===== config.mk =====
export PLATFORM = sky130hd
export DESIGN_NAME = rib_wdt
export DESIGN_NICKNAME = d
export VERILOG_FILES = /design/src/rtl/rib_wdt.sv
export SDC_FILE = /design/constraint.sdc
export NUM_CORES = 1
export LEC_CHECK = 0
export CELL_PAD_IN_SITES_DETAIL_PLACEMENT = 2
export CELL_PAD_IN_SITES_GLOBAL_PLACEMENT = 2
export CORE_AREA = 5 5 127 129
export CTS_BUF_LIST = sky130_fd_sc_hd__clkbuf_4 sky130_fd_sc_hd__clkbuf_8 sky130_fd_sc_hd__clkbuf_16
export CTS_CLUSTER_SIZE = 20
export DETAILED_ROUTE_END_ITERATION = 8
export DIE_AREA = 0 0 132 134
export PLACE_DENSITY = 0.78
export REMOVE_ABC_BUFFERS = 1
export SLEW_MARGIN = 20
export SYNTH_ARGS = -nofsm -noshare
export SYNTH_HDL_FRONTEND = slang
export SYNTH_SLANG_ARGS = --single-unit
export TNS_END_PERCENT = 5

===== constraint.sdc =====
create_clock -name clk -period 4.03 [get_ports clk]
set_clock_uncertainty 0.2 [all_clocks]
set_input_delay 0.806 -clock clk [delete_from_list [all_inputs] [get_ports clk]]
set_output_delay 0.806 -clock clk [all_outputs]
set_load 0.005 [all_outputs]

===== src/rtl/rib_wdt.sv =====
// Watchdog timer slave on the RIB interconnect: a down-counter that warns via
// a level interrupt on first expiry and requests a fixed-length SoC reset on the second.
//
// state | meaning
// ------+------------------------------------------------------------
// OFF   | disabled, counter and prescaler idle
// RUN   | counting, no expiry since the last feed/enable
// WARN  | first expiry seen, INT_PEND raised, counting toward bite
// BITE  | wdt_rst_o asserted for RST_PULSE_LEN cycles, counting frozen
module rib_wdt #(
   parameter int unsigned DIV           = 1,
   parameter int unsigned RST_PULSE_LEN = 16,
   parameter logic [31:0] FEED_KEY      = 32'h5A5AA5A5
) (
   input  logic        clk,
   input  logic        rst,
   input  logic        we_i,
   input  logic [31:0] addr_i,
   input  logic [31:0] data_i,
   output logic [31:0] data_o,
   output logic        int_sig_o,
   output logic        wdt_rst_o
);

   localparam int unsigned PRW = (DIV > 1) ? $clog2(DIV) : 1;
   localparam int unsigned PLW = $clog2(RST_PULSE_LEN + 1);
   localparam logic [PRW-1:0] PRESC_MAX = PRW'(DIV - 1);
   localparam logic [PLW-1:0] PULSE_MAX = PLW'(RST_PULSE_LEN - 1);

   typedef enum logic [1:0] {
      S_OFF  = 2'd0,
      S_RUN  = 2'd1,
      S_WARN = 2'd2,
      S_BITE = 2'd3
   } state_t;

   state_t           state;
   state_t           state_nx;

   logic             en;
   logic             int_en;
   logic             rst_en;
   logic             lock;
   logic             int_pend;
   logic [31:0]      load;
   logic [31:0]      count;
   logic [PRW-1:0]   presc;
   logic [PLW-1:0]   pulse_cnt;

   logic             sel_ctrl;
   logic             sel_load;
   logic             sel_count;
   logic             sel_feed;
   logic             ctrl_ok;
   logic             w1c;
   logic             wr_load;
   logic             feed;
   logic             active;
   logic             tick;
   logic             cnt_zero;

   logic             do_reload;
   logic             do_dec;
   logic             presc_clr;
   logic             set_pend;
   logic             clr_pend;
   logic             pulse_load;

   // Only the word offset is decoded; the region bits belong to the interconnect.
   logic             unused_addr;
   assign unused_addr = ^addr_i[31:4];

   assign sel_ctrl  = (addr_i[3:0] == 4'h0);
   assign sel_load  = (addr_i[3:0] == 4'h4);
   assign sel_count = (addr_i[3:0] == 4'h8);
   assign sel_feed  = (addr_i[3:0] == 4'hC);

   assign ctrl_ok  = we_i && sel_ctrl && !lock && (state != S_BITE);
   assign w1c      = we_i && sel_ctrl && data_i[4] && (state != S_BITE);
   assign wr_load  = we_i && sel_load && !lock;
   assign feed     = we_i && sel_feed && (data_i == FEED_KEY);

   assign active   = (state == S_RUN) || (state == S_WARN);
   assign tick     = active && (presc == PRESC_MAX);
   assign cnt_zero = (count == 32'd0);

   always_ff @(posedge clk) begin
      if (rst) begin
         state <= S_OFF;
      end else begin
         state <= state_nx;
      end
   end

   always_comb begin
      state_nx   = state;
      do_reload  = 1'b0;
      do_dec     = 1'b0;
      presc_clr  = 1'b0;
      set_pend   = 1'b0;
      clr_pend   = 1'b0;
      pulse_load = 1'b0;
      case (state)
         S_OFF: begin
            if (ctrl_ok && data_i[0]) begin
               state_nx  = S_RUN;
               do_reload = 1'b1;
               presc_clr = 1'b1;
            end
         end
         S_RUN, S_WARN: begin
            // Disable beats feed beats tick; a feed on the zero tick avoids expiry.
            if (ctrl_ok && !data_i[0]) begin
               state_nx  = S_OFF;
               presc_clr = 1'b1;
            end else if (feed) begin
               state_nx  = S_RUN;
               do_reload = 1'b1;
               presc_clr = 1'b1;
               clr_pend  = 1'b1;
            end else if (tick) begin
               if (!cnt_zero) begin
                  do_dec = 1'b1;
               end else if (state == S_RUN) begin
                  state_nx  = S_WARN;
                  do_reload = 1'b1;
                  set_pend  = 1'b1;
               end else if (rst_en) begin
                  state_nx   = S_BITE;
                  do_reload  = 1'b1;
                  clr_pend   = 1'b1;
                  pulse_load = 1'b1;
               end else begin
                  do_reload = 1'b1;
               end
            end
         end
         S_BITE: begin
            if (pulse_cnt == '0) begin
               state_nx  = S_RUN;
               presc_clr = 1'b1;
            end
         end
         default: state_nx = S_OFF;
      endcase
   end

   always_ff @(posedge clk) begin
      if (rst) begin
         en     <= 1'b0;
         int_en <= 1'b0;
         rst_en <= 1'b0;
         lock   <= 1'b0;
      end else if (ctrl_ok) begin
         en     <= data_i[0];
         int_en <= data_i[1];
         rst_en <= data_i[2];
         lock   <= data_i[3];
      end
   end

   // Hardware set outranks a coincident write-1-clear.
   always_ff @(posedge clk) begin
      if (rst) begin
         int_pend <= 1'b0;
      end else if (set_pend) begin
         int_pend <= 1'b1;
      end else if (clr_pend || w1c) begin
         int_pend <= 1'b0;
      end
   end

   always_ff @(posedge clk) begin
      if (rst) begin
         load <= 32'hFFFF_FFFF;
      end else if (wr_load) begin
         load <= data_i;
      end
   end

   always_ff @(posedge clk) begin
      if (rst) begin
         count <= 32'hFFFF_FFFF;
      end else if (do_reload) begin
         count <= load;
      end else if (do_dec) begin
         count <= count - 32'd1;
      end
   end

   always_ff @(posedge clk) begin
      if (rst) begin
         presc <= '0;
      end else if (presc_clr) begin
         presc <= '0;
      end else if (active) begin
         presc <= tick ? '0 : presc + 1'b1;
      end
   end

   always_ff @(posedge clk) begin
      if (rst) begin
         pulse_cnt <= '0;
      end else if (pulse_load) begin
         pulse_cnt <= PULSE_MAX;
      end else if ((state == S_BITE) && (pulse_cnt != '0)) begin
         pulse_cnt <= pulse_cnt - 1'b1;
      end
   end

   always_comb begin
      int_sig_o = int_pend & int_en;
      wdt_rst_o = (state == S_BITE);
      data_o    = 32'd0;
      if (sel_ctrl) begin
         data_o = {27'd0, int_pend, lock, rst_en, int_en, en};
      end else if (sel_load) begin
         data_o = load;
      end else if (sel_count) begin
         data_o = count;
      end
   end

endmodule


# After elaboration in Yosys (flattened, before gate mapping)
# Index checks and enable logic that the tools add are counted.
[op_classes]
addsub = 3
n_eq_ne = 13
muxes = 50
n_bitwise = 2
n_reduce_logical = 29
[op_table]
columns = ["op", "n"]
rows = [
  ["32-bit two-way mux", 5],
  ["32-bit by 31-bit == test with 1-bit output, second input constant", 1],
  ["32-bit zero test", 1],
  ["1-bit two-way mux", 32],
  ["32-bit by 1-bit subtractor with 32-bit output, second input constant", 1],
  ["2-bit two-way mux", 8],
  ["1-bit logical AND", 13],
  ["4-bit == test, second input constant", 2],
  ["4-bit two-way mux", 2],
  ["4-bit inequality test, second input constant", 2],
  ["2-bit case mux with 3 select lines", 1],
  ["2-bit nonzero test", 3],
  ["2-bit OR reduction", 3],
  ["5-bit zero test", 1],
  ["5-bit inequality test, second input constant", 1],
  ["5-bit AND reduction", 1],
  ["5-bit nonzero test", 1],
  ["5-bit by 1-bit subtractor with 5-bit output, second input constant", 1],
  ["2-bit == test, second input constant", 2],
  ["4-bit by 3-bit == test with 1-bit output, second input constant", 1],
  ["4-bit zero test", 1],
  ["2-bit inequality test, second input constant", 2],
  ["1-bit case mux with 3 select lines", 1],
  ["2-bit by 1-bit == test with 1-bit output, second input constant", 1],
  ["8 further kinds", 10],
]
[totals]
register_bits = 77
input_bits = 67
out_inout_bits = 34
wordCells = 108

# Logic depth before layout (Yosys ltp)
# Gate-level depths: netlist of the first run.
[logic_depth]
word_depth = 10
depth_mapped = 10
ltp_nobuf = 9

# Worst setup path after synthesis of the first run
# OpenSTA, ideal clock, no wires.
[synth_path]
path_type = "input -> register"
start = "input data_i[21]"
end = "register count[1]"
setup_ps = 134
t_arrival_ps = 2790
required_ps = 3696
slack_ps = 906
stages = 8
n_path_buf = 1
cell_sequence = "or4b_1 > or4_1 > nor3_2 > a21oi_2 > o32a_1 > clkbuf_1 > o211ai_1 > nand3_1"
[synth_via]
elab_chain_len = 6
elab_cells_between_ends = 10
cone_classes = "eq/ne (1); mux (7); reduce/logical (2)"
[synth_rtl]
columns = ["element", "line_no", "text"]
rows = [
  ["from (decl)", "19", "input logic [31:0] data_i,"],
  ["32-bit by 31-bit == test with 1-bit output *", "81", "assign feed = we_i && sel_feed && (data_i == FEED_KEY);"],
  ["1-bit logical AND *", "81", ""],
  ["1-bit two-way mux", "116", "end else if (feed) begin"],
  ["1-bit two-way mux", "113", "if (ctrl_ok && !data_i[0]) begin"],
  ["1-bit case mux with 2 select lines / 1-bit two-way mux (equally long branches)", "103", "case (state)"],
  ["32-bit two-way mux / 2-bit nonzero test (equally long branches)", "-", ""],
  ["to (signal assigned)", "185", "count <= load;"],
  ["to (signal assigned)", "187", "count <= count - 32'd1;"],
  ["to (decl)", "46", "logic [31:0] count;"],
]
# Mark *: on every way between the ends. The rest lies on a longest branch, timed or not.
# A chain may end at the register's enable or synchronous reset.

# Worst setup path in the final report of the first run
[layout_path]
start = "input addr_i[1]"
end = "output data_o[20]"
[layout_via]
elab_chain_len = 4
elab_cells_between_ends = 6
cone_classes = "eq/ne (2); mux (3); reduce/logical (1)"
[layout_rtl]
columns = ["element", "line_no", "text"]
rows = [
  ["from (decl)", "18", "input logic [31:0] addr_i,"],
  ["4-bit == test", "75", "assign sel_count = (addr_i[3:0] == 4'h8);"],
  ["32-bit two-way mux", "219", "end else if (sel_count) begin"],
  ["32-bit two-way mux", "217", "end else if (sel_load) begin"],
  ["32-bit two-way mux *", "215", "if (sel_ctrl) begin"],
  ["to (decl)", "20", "output logic [31:0] data_o,"],
]
# Marks and branches as above.

==> summary.md, run 1 <==
| Metric | Value |
|---|---|
| Status | complete, no violations |
| Total routed wirelength | 15910 um |
| First-pass GRT wire length | 26010 um |
| Most area-hungry cell type in the Yosys netlist | dfxtp_1 |
| Mapped cell area | 4229 um2 |
| Hold Slack | 0.2761 ns |
| Startpoint Class | input pin |
| Mux contribution to synthesized area | 7.574% |
| Hold bufs inserted after CTS | 0 |
| Core footprint | 14920 um2 |
| Setup Viol. Count Final | 0 |
| Worst Tran Pin Value | around 0.96 ns |
| Most common flop cell mapped by yosys | dfxtp_1 |
| Worst-skew pair later-pin latency | approximately 0.35 ns |
| Initial DRT Pass Iterations | 4 |
| Max-slew headroom | between 30% and 40% |
| Total Routing Usage GR | 18.27% |
| Largest net degree at the start of global routing | 41 |
| Vias/cell | 5.425 |
| Worst r2r src | count[24] |
| Die X | 132 um |
| Die Y | 134 um |
| PortBufs | 72 |
| # fillers | 1672 |
| Peak supply drop | 0.0001628 V |
| Synth area leaders | dfxtp_1 36%, mux2i_1 7.6%, a22oi_1 5.7% |
| Commonest cells after routing, fill and taps aside | 77 x dfxtp_1, 72 x clkdlybuf4s50_1, 55 x nand2_1 |
| Post-Layout Cell Count | 767 |
| Mean post-synth cell area | approximately 8.6 um2 |
| # diodes | 0 |
| Placed insts | 751 |
| Min-delay worst type | reg -> reg |
| Unrepaired setup endpoints after global routing | no |
| Clk root buf | clkbuf_16 |
| Number of synthesized register bits | 77 |
| Cells after Synth | 493 |
| Area occupied by multi-input gates | 2566 um2 |
| Proportion of layout cells with a drive suffix above 1 | 10.71% |
| Post-Synth Simple-Gate Area | 26.21% |
| Clk slew on worst S/H paths | 0.06 ns |
| Adder-Cell Fraction of Synth Area | 2.367% |
| Drt wl/cell | 20.74 um |
| Std cell rows | 45 |
| Distinct cells, synth | 52 |
| Storage element area | roughly 1500 um2 |
| Largest family of logic cells by synthesized area | simple AND/OR/NAND/NOR gates |
| Critical Path Source | addr_i[1] |
| Postcts setup bufs | 0 |
| Yosys top cell area share | 36.45% |
| Fin crit share | 94.76% |
| Residual DRC count | 0 |
| First DRT Iteration DRCs | approximately 200 |
| Max cap viols | 0 |
| Total number of yosys warnings | 0 |
| Area Growth Syn to Fin | 33.96% |
| TritonCTS Sinks | just under 80 |
| Clock buffer depth | 2 |
| Vias after detailed routing | 4161 |
| Crit path time final | 3.819 ns |
| Sequential area share after synthesis | 36.45% |
| Initial antenna violation count | 0 |
| Post_cts resized | 0 |
| Gp weighted congestion | 0.8401 |
| NumNets Final | 649 |
| Fin. max-slew vios | 0 |
| Synth Area in Compound Gates | 17.40% |
| Pre-CTS WS | 0.04587 ns |
| Commonest non-fill, non-tap cell in the layout | dfxtp_1 |
| Final ANT Viol Nets | 0 |
| FFs w/ async S/R, synth | 0% |
| Final worst-path setup slack | approximately 0.21 ns |
| Fmax | 261.9 MHz |
| LEAKAGE | 1.866 nW |
| Post-synthesis xor/xnor area fraction | 6.420% |
| Final instance area | between 5000 and 6000 um2 |
| CTS H-tree depth | 3 |
| Critical Path AT | 2.81 ns |
| CP required | 3.02 ns |
| Setup CP Type | in -> out |
| Hold Fails Final Rpt | 0 |
| Hold Crit Start | en |
| Crit-path max FO | 27 |
| Total grt overflow | 0 |
| TritonCTS clock tree | yes |
| CP endpoint kind | primary output |
| Die area | 17690 um2 |
| DP HPWL | around 12000 um |
| Placed inst area | 5301 um2 |
| Vias in the first global route | 4704 |
| Pwr Density | 355.0 nW/um2 |
| # IOs | approximately 100 |
| TritonCTS Buffers | 9 |
| Starting Density | about 28% |
| Number of flops mapped to enable cells by yosys | 0 |
| Fin Setup TNS | 0 ns |
## kinds of logic (layout without fill, tap and decap cells)
group / count (synthesis) / count (layout)
fa+ha+maj: 8 / 8
compound gates: 100 / 100
mux: 32 / 32
buf+inv: 38 / 124
simple gates: 207 / 207
xor+xnor: 31 / 31
flops: 77 / 77
## cell usage after synthesis, types with 6 or more instances
master,number
a21oi_1,20
a22oi_1,32
a2bb2oi_1,18
buf_2,7
clkbuf_1,17
dfxtp_1,77
ha_1,8
inv_1,12
mux2i_1,32
nand2_1,55
nand3_1,19
nand4_1,6
nor2_1,51
nor3_1,19
nor4_1,14
o21ai_0,8
o21ai_1,6
xnor2_1,10
xor2_1,21
## layer usage
metal	track usage, %	up-vias	routed length, um
met5	0	-	0
met1	21.98	2086	7063
met3	4.276	22	611
met4	6.114	0	295
met2	32.03	89	7936
li1	-	1964	-
## area by class of cell
type / count / area share, %
clock buffers: 13 / 4.837
multi-input cells: 378 / 45.30
repair buffers: 96 / 16.12
clock inverters: 3 / 1.590
well taps: 188 / 4.152
inverters: 12 / 0.7951
flip-flops and latches: 77 / 27.21
## power breakdown
group,switching [W],internal [W]
clock network,0.000326,0.000663
registers,0.00000885,0.000770
logic,0.000124,0.000120
## critical path: stages
cell	delay [ns]
clkdlybuf4s50_1	0.49
nor3_2	0.26
buf_12	0.22
buf_4	0.22
a22oi_1	0.12
nor2_1	0.14
clkdlybuf4s50_1	0.53
## metrics by stage
step / util [%] / power (W)
floorplan: - / 0.0008900
global placement: 35.53 / 0.001033
detailed placement: 35.53 / 0.001041
CTS: 37.97 / 0.002039
global route: 37.97 / 0.002094
finish: 37.97 / 0.002011
## sequential cells by signal, summed over array words and instances, names as in the netlist
register,count
en,1
rst_en,1
count,32
pulse_cnt,5
int_en,1
state,2
int_pend,1
lock,1
load,32
presc,1
## final timing paths
kind | endpoint | slack [ns] | depth (start not counted)
hold / removal | en | 0.28 | 2
setup / recovery | data_o[20] | 0.21 | 7
hold reg to reg | en | 0.28 | 2
setup reg to reg | count[0] | 0.92 | 7
Power figures use the tool's default switching activity.
==> run 2: changes to the inputs <==
- CTS_CLUSTER_SIZE: 20 -> default
==> results of run 2 <==
Final layout, timing and power as in run 1 (identical DEF).
==> run 3: changes to the inputs <==
- CAP_MARGIN: default -> 10
==> results of run 3 <==
Final layout, timing and power as in run 1 (identical DEF).
